--- src/rtl/siaminer_pkg.sv ---
// Shared constants and FSM state types for the siaminer UART framer.
package siaminer_pkg;

    localparam logic [7:0] HDR_RX    = 8'hAA;
    localparam logic [7:0] HDR_TX    = 8'h55;
    localparam logic [7:0] CMD_WORK  = 8'h00;
    localparam logic [7:0] CMD_LOOP  = 8'h01;
    localparam logic [7:0] NONCE_LEN = 8'd4;

    typedef enum logic [2:0] {
        R_IDLE,
        R_CMD,
        R_LEN,
        R_DATA,
        R_DROP
    } rx_state_t;

    typedef enum logic [2:0] {
        T_IDLE,
        T_HDR,
        T_CMD,
        T_LEN,
        T_DATA
    } tx_state_t;

endpackage

--- src/rtl/siaminer_byte_fifo.sv ---
// Synchronous DEPTH x 8 byte FIFO with registered full/empty flags.
module siaminer_byte_fifo #(
    parameter int unsigned DEPTH = 4
) (
    input  logic       clk,
    input  logic       rst_n,
    input  logic       push,
    input  logic [7:0] din,
    input  logic       pop,
    output logic [7:0] dout,
    output logic       full,
    output logic       empty
);

    localparam int unsigned AW = (DEPTH > 1) ? $clog2(DEPTH) : 1;
    localparam int unsigned CW = AW + 1;

    logic [7:0]    mem [DEPTH];
    logic [AW-1:0] wr_ptr;
    logic [AW-1:0] rd_ptr;
    logic [CW-1:0] count;
    logic [CW-1:0] count_d;
    logic          push_ok;
    logic          pop_ok;

    assign push_ok = push && !full;
    assign pop_ok  = pop && !empty;
    assign count_d = count + CW'(push_ok) - CW'(pop_ok);
    assign dout    = mem[rd_ptr];

    // Storage array, written only on an accepted push.
    always_ff @(posedge clk) begin
        if (push_ok) begin
            mem[wr_ptr] <= din;
        end
    end

    // Pointers, occupancy and status flags.
    always_ff @(posedge clk or negedge rst_n) begin
        if (!rst_n) begin
            wr_ptr <= '0;
            rd_ptr <= '0;
            count  <= '0;
            full   <= 1'b0;
            empty  <= 1'b1;
        end else begin
            if (push_ok) begin
                wr_ptr <= wr_ptr + AW'(1);
            end
            if (pop_ok) begin
                rd_ptr <= rd_ptr + AW'(1);
            end
            count <= count_d;
            full  <= (count_d == CW'(DEPTH));
            empty <= (count_d == '0);
        end
    end

endmodule

--- src/rtl/siaminer_frame_parser.sv ---
// Byte framer between the UART core and siacore: parses host work/loop frames
// and emits nonce reports and loop acks.
// Optional macro SIAMINER_RX_TIMEOUT_EN adds an inter-byte rx timeout.
module siaminer_frame_parser
    import siaminer_pkg::*;
#(
    parameter int unsigned WORK_BYTES     = 88,
    parameter int unsigned FIFO_DEPTH     = 4,
    parameter int unsigned TIMEOUT_CYCLES = 100000
) (
    input  logic         clk,
    input  logic         rst_n,
    input  logic [7:0]   rx_data,
    input  logic         new_rx_data,
    output logic [7:0]   tx_data,
    output logic         new_tx_data,
    input  logic         tx_busy,
    output logic [639:0] work,
    output logic [63:0]  target,
    output logic         work_valid,
    input  logic         nonce_found,
    input  logic [31:0]  nonce,
    output logic         rx_last_byte,
    output logic         tx_last_byte,
    output logic         frame_err
);

    localparam int unsigned WORK_W = 640;
    localparam int unsigned TGT_W  = 64;
    localparam int unsigned SH_W   = WORK_W + TGT_W - 8;

    // Reject configurations the FIFO pointers or timeout counter cannot represent.
    if (FIFO_DEPTH < 2 || (FIFO_DEPTH & (FIFO_DEPTH - 1)) != 0 || TIMEOUT_CYCLES == 0) begin : g_bad_cfg
        $error("siaminer_frame_parser: bad FIFO_DEPTH or TIMEOUT_CYCLES");
    end

    rx_state_t   rx_state, rx_state_d;
    logic [7:0]  rx_cmd, rx_cmd_d;
    logic [7:0]  rx_cnt, rx_cnt_d;
    logic [SH_W-1:0] sreg;
    logic        shift_c, work_done_c, push_c, rx_err_c, loop_req_c;
    logic [7:0]  pad_add_c;

    tx_state_t   tx_state, tx_state_d;
    logic [7:0]  tx_cmd, tx_cmd_d;
    logic [7:0]  tx_cnt, tx_cnt_d;
    logic [31:0] tx_nonce;
    logic        can_issue_c, issue_c, last_c, pop_c, pad_dec_c;
    logic        start_nonce_c, start_loop_c, nonce_shift_c;
    logic [7:0]  byte_c;

    logic        nonce_pend;
    logic [31:0] nonce_val;
    logic        loop_pend;
    logic [7:0]  loop_len;
    logic [8:0]  pad_cnt;

    logic        fifo_full, fifo_empty;
    logic [7:0]  fifo_dout;

`ifdef SIAMINER_RX_TIMEOUT_EN
    localparam int unsigned TW = $clog2(TIMEOUT_CYCLES + 1);
    logic [TW-1:0] to_cnt;
    logic          timeout_c;

    assign timeout_c = (rx_state != R_IDLE) && !new_rx_data
                       && (to_cnt == TW'(TIMEOUT_CYCLES - 1));

    // Cycles since the last rx byte while a frame is open.
    always_ff @(posedge clk or negedge rst_n) begin
        if (!rst_n) begin
            to_cnt <= '0;
        end else if (new_rx_data || rx_state == R_IDLE) begin
            to_cnt <= '0;
        end else begin
            to_cnt <= to_cnt + TW'(1);
        end
    end
`endif

    // Rx next-state and per-byte actions.
    always_comb begin
        rx_state_d  = rx_state;
        rx_cmd_d    = rx_cmd;
        rx_cnt_d    = rx_cnt;
        shift_c     = 1'b0;
        work_done_c = 1'b0;
        push_c      = 1'b0;
        rx_err_c    = 1'b0;
        loop_req_c  = 1'b0;
        pad_add_c   = 8'd0;
        if (new_rx_data) begin
            case (rx_state)
                R_IDLE: begin
                    if (rx_data == HDR_RX) begin
                        rx_state_d = R_CMD;
                    end
                end
                R_CMD: begin
                    rx_cmd_d   = rx_data;
                    rx_state_d = R_LEN;
                end
                R_LEN: begin
                    rx_cnt_d = rx_data;
                    if (rx_data == 8'd0) begin
                        loop_req_c = (rx_cmd == CMD_LOOP);
                        rx_state_d = R_IDLE;
                    end else if (rx_cmd == CMD_WORK && rx_data == 8'(WORK_BYTES)) begin
                        rx_state_d = R_DATA;
                    end else if (rx_cmd == CMD_LOOP) begin
                        loop_req_c = 1'b1;
                        rx_state_d = R_DATA;
                    end else begin
                        rx_err_c   = 1'b1;
                        rx_state_d = R_DROP;
                    end
                end
                R_DATA: begin
                    rx_cnt_d = rx_cnt - 8'd1;
                    if (rx_cmd == CMD_WORK) begin
                        work_done_c = (rx_cnt == 8'd1);
                        shift_c     = (rx_cnt != 8'd1);
                    end else if (fifo_full) begin
                        rx_err_c  = 1'b1;
                        pad_add_c = 8'd1;
                    end else begin
                        push_c = 1'b1;
                    end
                    if (rx_cnt == 8'd1) begin
                        rx_state_d = R_IDLE;
                    end
                end
                R_DROP: begin
                    rx_cnt_d = rx_cnt - 8'd1;
                    if (rx_cnt == 8'd1) begin
                        rx_state_d = R_IDLE;
                    end
                end
                default: rx_state_d = R_IDLE;
            endcase
        end
`ifdef SIAMINER_RX_TIMEOUT_EN
        if (timeout_c) begin
            rx_state_d  = R_IDLE;
            rx_err_c    = 1'b1;
            shift_c     = 1'b0;
            work_done_c = 1'b0;
            push_c      = 1'b0;
            loop_req_c  = 1'b0;
            // Bytes the host never sent are padded so the started ack completes.
            pad_add_c   = (rx_state == R_DATA && rx_cmd == CMD_LOOP) ? rx_cnt : 8'd0;
        end
`endif
    end

    // Rx state, work shift chain and work/target outputs.
    always_ff @(posedge clk or negedge rst_n) begin
        if (!rst_n) begin
            rx_state     <= R_IDLE;
            rx_cmd       <= 8'd0;
            rx_cnt       <= 8'd0;
            sreg         <= '0;
            work         <= '0;
            target       <= '0;
            work_valid   <= 1'b0;
            rx_last_byte <= 1'b0;
        end else begin
            rx_state   <= rx_state_d;
            rx_cmd     <= rx_cmd_d;
            rx_cnt     <= rx_cnt_d;
            work_valid <= work_done_c;
            if (shift_c) begin
                sreg <= {rx_data, sreg[SH_W-1:8]};
            end
            if (work_done_c) begin
                work   <= sreg[WORK_W-1:0];
                target <= {rx_data, sreg[SH_W-1:WORK_W]};
            end
            rx_last_byte <= (rx_state_d == R_DATA || rx_state_d == R_DROP)
                            && (rx_cnt_d == 8'd1);
        end
    end

    siaminer_byte_fifo #(
        .DEPTH (FIFO_DEPTH)
    ) u_fifo (
        .clk   (clk),
        .rst_n (rst_n),
        .push  (push_c),
        .din   (rx_data),
        .pop   (pop_c),
        .dout  (fifo_dout),
        .full  (fifo_full),
        .empty (fifo_empty)
    );

    // A strobe in the previous cycle blocks issue until tx_busy has had time to rise.
    assign can_issue_c = !tx_busy && !new_tx_data;

    // Tx next-state, frame selection and byte issue.
    always_comb begin
        tx_state_d    = tx_state;
        tx_cmd_d      = tx_cmd;
        tx_cnt_d      = tx_cnt;
        issue_c       = 1'b0;
        last_c        = 1'b0;
        byte_c        = 8'h00;
        pop_c         = 1'b0;
        pad_dec_c     = 1'b0;
        start_nonce_c = 1'b0;
        start_loop_c  = 1'b0;
        nonce_shift_c = 1'b0;
        case (tx_state)
            T_IDLE: begin
                if (nonce_pend) begin
                    start_nonce_c = 1'b1;
                    tx_cmd_d      = CMD_WORK;
                    tx_cnt_d      = NONCE_LEN;
                    tx_state_d    = T_HDR;
                end else if (loop_pend) begin
                    start_loop_c = 1'b1;
                    tx_cmd_d     = CMD_LOOP;
                    tx_cnt_d     = loop_len;
                    tx_state_d   = T_HDR;
                end
            end
            T_HDR: begin
                if (can_issue_c) begin
                    issue_c    = 1'b1;
                    byte_c     = HDR_TX;
                    tx_state_d = T_CMD;
                end
            end
            T_CMD: begin
                if (can_issue_c) begin
                    issue_c    = 1'b1;
                    byte_c     = tx_cmd;
                    tx_state_d = T_LEN;
                end
            end
            T_LEN: begin
                if (can_issue_c) begin
                    issue_c = 1'b1;
                    byte_c  = tx_cnt;
                    if (tx_cnt == 8'd0) begin
                        last_c     = 1'b1;
                        tx_state_d = T_IDLE;
                    end else begin
                        tx_state_d = T_DATA;
                    end
                end
            end
            T_DATA: begin
                if (can_issue_c) begin
                    if (tx_cmd == CMD_WORK) begin
                        issue_c       = 1'b1;
                        nonce_shift_c = 1'b1;
                        byte_c        = tx_nonce[7:0];
                    end else if (!fifo_empty) begin
                        issue_c = 1'b1;
                        pop_c   = 1'b1;
                        byte_c  = fifo_dout;
                    end else if (pad_cnt != 9'd0) begin
                        issue_c   = 1'b1;
                        pad_dec_c = 1'b1;
                    end
                end
                if (issue_c) begin
                    tx_cnt_d = tx_cnt - 8'd1;
                    if (tx_cnt == 8'd1) begin
                        last_c     = 1'b1;
                        tx_state_d = T_IDLE;
                    end
                end
            end
            default: tx_state_d = T_IDLE;
        endcase
    end

    // Tx state and registered UART-side outputs.
    always_ff @(posedge clk or negedge rst_n) begin
        if (!rst_n) begin
            tx_state     <= T_IDLE;
            tx_cmd       <= 8'd0;
            tx_cnt       <= 8'd0;
            tx_nonce     <= 32'd0;
            tx_data      <= 8'd0;
            new_tx_data  <= 1'b0;
            tx_last_byte <= 1'b0;
        end else begin
            tx_state     <= tx_state_d;
            tx_cmd       <= tx_cmd_d;
            tx_cnt       <= tx_cnt_d;
            tx_data      <= byte_c;
            new_tx_data  <= issue_c;
            tx_last_byte <= last_c;
            if (start_nonce_c) begin
                tx_nonce <= nonce_val;
            end else if (nonce_shift_c) begin
                tx_nonce <= {8'h00, tx_nonce[31:8]};
            end
        end
    end

    // Pending nonce / loop-ack requests, pad credit and error pulse.
    always_ff @(posedge clk or negedge rst_n) begin
        if (!rst_n) begin
            nonce_pend <= 1'b0;
            nonce_val  <= 32'd0;
            loop_pend  <= 1'b0;
            loop_len   <= 8'd0;
            pad_cnt    <= 9'd0;
            frame_err  <= 1'b0;
        end else begin
            if (nonce_found) begin
                nonce_pend <= 1'b1;
                nonce_val  <= nonce;
            end else if (start_nonce_c) begin
                nonce_pend <= 1'b0;
            end
            if (loop_req_c) begin
                loop_pend <= 1'b1;
                loop_len  <= rx_cnt_d;
            end else if (start_loop_c) begin
                loop_pend <= 1'b0;
            end
            pad_cnt   <= pad_cnt + 9'(pad_add_c) - 9'(pad_dec_c);
            frame_err <= rx_err_c || (nonce_found && nonce_pend && !start_nonce_c);
        end
    end

endmodule

--- config.mk ---
export PLATFORM = sky130hd
export DESIGN_NAME = siaminer_frame_parser
export DESIGN_NICKNAME = d
export VERILOG_FILES = /design/src/rtl/siaminer_pkg.sv /design/src/rtl/siaminer_byte_fifo.sv /design/src/rtl/siaminer_frame_parser.sv
export SDC_FILE = /design/constraint.sdc
export NUM_CORES = 2
export LEC_CHECK = 0
export CAP_MARGIN = 20
export CELL_PAD_IN_SITES_DETAIL_PLACEMENT = 2
export CELL_PAD_IN_SITES_GLOBAL_PLACEMENT = 2
export CORE_ASPECT_RATIO = 1.1
export CORE_MARGIN = 2
export CORE_UTILIZATION = 46
export CTS_BUF_LIST = sky130_fd_sc_hd__clkbuf_8
export CTS_CLUSTER_DIAMETER = 150
export CTS_CLUSTER_SIZE = 25
export DETAILED_ROUTE_END_ITERATION = 16
export PLACE_DENSITY = 0.92
export SLEW_MARGIN = 25
export SYNTH_ARGS = -nofsm -noshare
export SYNTH_HDL_FRONTEND = slang
export SYNTH_SLANG_ARGS = --single-unit
--- constraint.sdc ---
create_clock -name clk -period 8.03 [get_ports clk]
set_input_delay 1.2045 -clock clk [delete_from_list [all_inputs] [get_ports clk]]
set_output_delay 1.2045 -clock clk [all_outputs]
set_load 0.1 [all_outputs]
# Word level (Yosys, flattened, before mapping)

Memories as Yosys holds them, arrays and structs flattened.
Cells that the tools add are included.

Bits in registers: 1543
Bits in latches: 0
Memory bits (writable): 32
ROM bits: 0
Output and inout port bits: 717
Memories kept: 1

Memory list:

| memory     | words | bits a word | rd ports | clocked after Yosys merged registers in | write ports | line                     | text |
|---|---|---|---|---|---|---|---|
| u_fifo.mem | 4     | 8           | 1        | 0                                       | 1           | siaminer_byte_fifo.sv:18 | `logic [7:0] mem [DEPTH];` |

$add $sub $neg: 8
Multipliers: 0
Div/mod/pow operators: 0
$lt $le $gt $ge: 0
Equal/unequal tests: 24
Shifts and indexed selects: 0
Multiplexer cells: 93
Bitwise gates (word level): 0
Reduce and logical (&&, ||, !) cells: 33

Operators by type and width:

| cell                                              | count |
|---|---|
| 2-to-1 mux 8 bit                                  | 11 |
| 2-to-1 mux 32 bit                                 | 2 |
| 2-to-1 mux 1 bit                                  | 57 |
| 2-to-1 mux 3 bit                                  | 14 |
| == test 8 x 1 -> 1 bit (second input constant)    | 4 |
| zero test 8 bit                                   | 4 |
| one-hot mux 8 bit (2 select lines)                | 2 |
| one-hot mux 8 bit (4 select lines)                | 1 |
| subtractor 8 x 1 -> 8 bit (second input constant) | 2 |
| == test 3 x 2 -> 1 bit (second input constant)    | 5 |
| one-hot mux 3 bit (5 select lines)                | 1 |
| == test 3 bit (second input constant)             | 4 |
| one-hot mux 3 bit (4 select lines)                | 1 |
| != test 2 bit (second input constant)             | 5 |
| nonzero test 2 bit                                | 5 |
| adder 9 x 8 -> 9 bit                              | 1 |
| zero test 3 bit                                   | 3 |
| nonzero test 9 bit                                | 1 |
| subtractor 9 x 1 -> 9 bit                         | 1 |
| == test 8 x 7 -> 1 bit (second input constant)    | 1 |
| == test 8 bit (second input constant)             | 1 |
| != test 8 x 1 -> 1 bit (second input constant)    | 1 |
| logical AND 1 bit                                 | 7 |
| 2-to-1 mux 7 bit                                  | 1 |
| other kinds (13)                                  | 23 |

# Logic depth before layout (Yosys ltp)

Word-level depth: 9
Mapped depth: 15

# Hierarchy

Synthesis repeated with hierarchy kept, for this count alone.

Cell total of the unflattened synthesis: 3621
Area total of the unflattened synthesis: 59228.1 µm²

Modules (own cells, without submodules):

| module                | instances | cells each | area each (µm²) | sequential area each (µm²) |
|---|---|---|---|---|
| siaminer_frame_parser | 1         | 3543       | 57601.5         | 38211.6 |
| siaminer_byte_fifo    | 1         | 78         | 1626.6          | 1187.4 |

# Least setup slack after synthesis

OpenSTA, ideal clock, no wires.

Kind: input -> register
Start: input port tx_busy
End: register pad_cnt[8]
Library setup time: 80 ps
Data arrival time: 3403 ps
Data required time: 7950 ps
Path slack: 4547 ps
Stages on the path: 14
Buffers on the path: 0
Path through: nor2_1 > nand3_1 > a31oi_1 > ha_1 > inv_1 > ha_1 > inv_1 > fa_1 > nand2b_1 > a21oi_1 > o21a_1 > o21ba_2 > o41a_1 > xnor2_1

Word-level cells in the longest chain between the ends: 5

Ends and longest elaborated chain:

| what                      | line                         | text |
|---|---|---|
| from (decl)               | siaminer_frame_parser.sv:17  | `input logic tx_busy,` |
| zero test 1 bit           | siaminer_frame_parser.sv:198 | `assign can_issue_c = !tx_busy && !new_tx_data;` |
| logical AND 1 bit         | siaminer_frame_parser.sv:198 |  |
| 2-to-1 mux 1 bit          | siaminer_frame_parser.sv:254 | `if (can_issue_c) begin` |
| 2-to-1 mux 1 bit          | siaminer_frame_parser.sv:213 | `case (tx_state)` |
| subtractor 9 x 1 -> 9 bit | siaminer_frame_parser.sv:327 | `pad_cnt <= pad_cnt + 9'(pad_add_c) - 9'(pad_dec_c);` |
| to (signal assigned)      | siaminer_frame_parser.sv:327 |  |
| to (decl)                 | siaminer_frame_parser.sv:56  | `logic [8:0] pad_cnt;` |

Every way passes these cells.
A chain may end at the register's enable or synchronous reset.

# Worst setup path after layout

Start: input port new_rx_data
End: register sreg[248]

Word-level cells in the longest chain between the ends: 1

Ends and longest elaborated chain:

| what                 | line                         | text |
|---|---|---|
| from (decl)          | siaminer_frame_parser.sv:14  | `input logic new_rx_data,` |
| 2-to-1 mux 1 bit     | siaminer_frame_parser.sv:92  | `if (new_rx_data) begin` |
| to (signal assigned) | siaminer_frame_parser.sv:173 | `sreg <= {rx_data, sreg[SH_W-1:8]};` |
| to (decl)            | siaminer_frame_parser.sv:40  | `logic [SH_W-1:0] sreg;` |

Every way passes these cells.

==> results.toml <==
[cells_and_area]
synthToLayoutAreaGrowth_pct = 15.9
final_net_count = 4386
drive_above_1_share_pct = 38.6
final_cells = 6105

[clocking]
cts_buffers = 72
cts_buffer_depth = 3
path_clk_slew_ns = 0.18
cts_setup_buffers = 0
hold_buffers = 0
clock-sinks = 1568
clk_latency_ns = 0.87
clock-root-buffer = "clkbuf_8"
cts_tree = "built"
ctsResizeCount = 0
cts_max_level = 3

[yosys]
syn_avg_cell_area_um2 = 16.9
yosysWarnings = 0
yosys_register_bits = 1568
async_flop_share_pct = 98.0
syn_nets = 3690
yosysSeqAreaShare_pct = 64.2
yosysUniqueCellTypes = 64
synth_edf_count = 32
synth.cell_area_um2 = 61300
synth_top_area_share_pct = 62.6
ys.flop_type = "dfrtp_1"
yosysTopAreaCell = "dfrtp_1"
ys_top_cells_by_area = "dfrtp_1 (63%), mux2_2 (18%), mux2_4 (11%)"
syn_inst = 3621

[route]
wirelength_mm = 214
top_layer = "met5"
wl_per_cell_um = 35.1
viasPerCell = 5.63
ant_nets = 0
route.met2.wl_mm = 112
drtIter0Drc = 2233
wl_met3_mm = 12.9
vias = 34400
wl_met1_mm = 81.2
drt_drc_violations_left = 0
drtPass1Iterations = 5

[grt]
antenna_found_initial = 9
grt_usage_pct = 31.2
grt_pass1_wl_mm = 312
grt_overflow = 0
grt_max_degree = 169
grt_pass1_vias = 39900

[setup_path]
startpoint_type = "input pin"
r2r_slack_ns = 3.72
critPathCaptureType = "flop"
critPathArrivalTime_ns = 5.11
cp-startpoint = "new_rx_data"
worstPathMaxFanout = 46
r2r_cells = 6
worst-setup-path-type = "in2reg"
r2r-end = "sreg[248]"
reg2reg_from = "rx_cnt[4]"
crit_required_ns = 8.76

[power]
power.leakage_nw = 35.8
p_int_mw = 9.29
p_clk_share_pct = 26.3
net-switching-power_mw = 3.46
power_frac_comb_pct = 8.9
power_per_cell_area_nw_per_um2 = 179
swShare_pct = 27.2
ir_drop_uv = 177
pwr-share-seq_pct = 64.8

[die]
num_io_pins = 762
die_area_um2 = 136000
num_rows = 140
fp.dieH_um = 387
fp.dieW_um = 352
core_um2 = 132000
floorplan.initialDensity_pct = 46.3

[timing]
fin_skew_ns = 0.0745
fin_tns_setup_ns = 0
hold_viol_final = 0
finalCriticalPeriod_ns = 4.38
timing.fmax_mhz = 228
rsz0062_at_grt = "false"
holdWs_ns = 0.334
setup_viol = 0
fin_crit_sh_pct = 54.6
maxSlewHeadroom_pct = 23.9
slew_viol_final = 0
worstMarginPinSlew_ns = 1.14

[placement]
placedCellCount = 6018
routabilityCongestion = 0.802
post-dp-hpwl_mm = 142
numPortBuffers = 761

[run_status]
outcome = "finished, final reports clean"

[hold_path]
hold_class = "in2async"

[job]
max_cap_viol_count = 0
[critical path, stage by stage]
cell             delay, ns
clkdlybuf4s50_1       0.64
and4b_1               0.42
inv_2                 0.11
or4_4                 0.80
buf_4                 0.66
buf_4                 0.76
mux2_2                0.43
[synth_stat cells, types with 3 or more instances]
cell type     n
mux2_2     1002
a221oi_1      3
and2_1        6
a22oi_1       5
nand2_1      80
edfxtp_1     32
xnor2_1      10
buf_6        46
xor2_1        6
buf_2        60
nand3_1       7
buf_1         3
nand2b_1      3
mux2_4      440
nor3_1       17
mux4_2        8
buf_8         4
nor3b_1       3
and3_1        4
nor2_1       34
nand4_1       5
dfrtp_1    1535
buf_4        45
ha_1         22
o21ai_0      52
clkbuf_1     27
mux2i_1      27
nor2b_1       6
inv_1        41
a31oi_1       9
a21oi_1      28
nor4_1        5
[stage by stage]
| step | util (%) | area, um^2 | power, mW | worst slack (ns) |
|---|---|---|---|---|
| final | 53.7 | 71100 | 12.7 | 3.65 |
| after global placement | 53.1 | 70400 | 9.32 | 3.11 |
| after global routing | 53.7 | 71100 | 13.2 | 3.56 |
| after detailed placement | 53.1 | 70300 | 9.47 | 2.86 |
| after floorplan | - | 61300 | 8.94 | 4.55 |
| after CTS | 53.9 | 71300 | 12.9 | 3.75 |
[power groups by stage]
stage / sequential, mW / clock [mW] / combinational, mW
final: 8.26 / 3.36 / 1.13
after global routing: 8.28 / 3.66 / 1.23
after CTS: 8.25 / 3.46 / 1.14
after detailed placement: 8.38 / 0 / 1.08
after global placement: 8.36 / 0 / 0.960
after floorplan: 8.41 / 0 / 0.531
[cells in the final DEF (no fill, tap or decap), types with 7 or more instances in the layout]
master / Yosys / routed
dfrtp_1: 1535 / 1535
mux2_2: 1002 / 1002
clkdlybuf4s50_1: 0 / 678
mux2_4: 440 / 440
nand2_1: 80 / 80
clkbuf_8: 0 / 75
buf_2: 60 / 71
o21ai_0: 52 / 52
inv_1: 41 / 46
buf_4: 45 / 36
nor2_1: 34 / 33
edfxtp_1: 32 / 32
a21oi_1: 28 / 28
mux2i_1: 27 / 27
ha_1: 22 / 22
nor3_1: 17 / 17
buf_12: 0 / 12
xnor2_1: 10 / 10
a31oi_1: 9 / 9
mux4_2: 8 / 8
nand3_1: 7 / 7
clkbuf_2: 0 / 7
[area by class of cell]
cell class              instances  area (um^2)
well taps                    1775         2220
clock buffers                  75         1030
clock inverters                 8         45.0
diodes                          4         10.0
fillers                     11600        61300
flip-flops and latches       1568        39400
repair buffers                807         7750
multi-input cells            1826        20500
inverters                      42          158
[logic make-up after synthesis]
kind of cell               synth area share [%]
AOI/OAI and AO/OA                          1.21
buffers and inverters                      2.42
adders and majority gates                 0.514
xor gates and xnor gates                  0.228
and+or+nand+nor                            1.48
DFF                                        64.2
muxes                                      29.9
[flip-flops by register name, summed over array words and instances (netlist names), 8 cells and up]
signal      flops
loop_len        8
tx_data         8
tx_cnt          8
nonce_val      32
tx_nonce       32
pad_cnt         9
work          640
target         64
rx_cnt          8
sreg          696
rx_cmd          8
u_fifo.mem     32
[layer usage]
layer  global-route usage, %  vias up
li1                        -    14000
met1                    36.5    19000
met2                    55.9     1079
met3                    7.53      281
met4                    10.8        2
met5                       0        -
[worst max path at each step]
stage | to | depth (start not counted)
6_report | sreg[248] | 7
5_1_grt | sreg[248] | 7
4_1_cts | sreg[248] | 6
3_5_place_dp | sreg[248] | 7
3_3_place_gp | sreg[251] | 7
2_1_floorplan | pad_cnt[8] | 14
No activity file was read; power rests on OpenSTA's default activity.
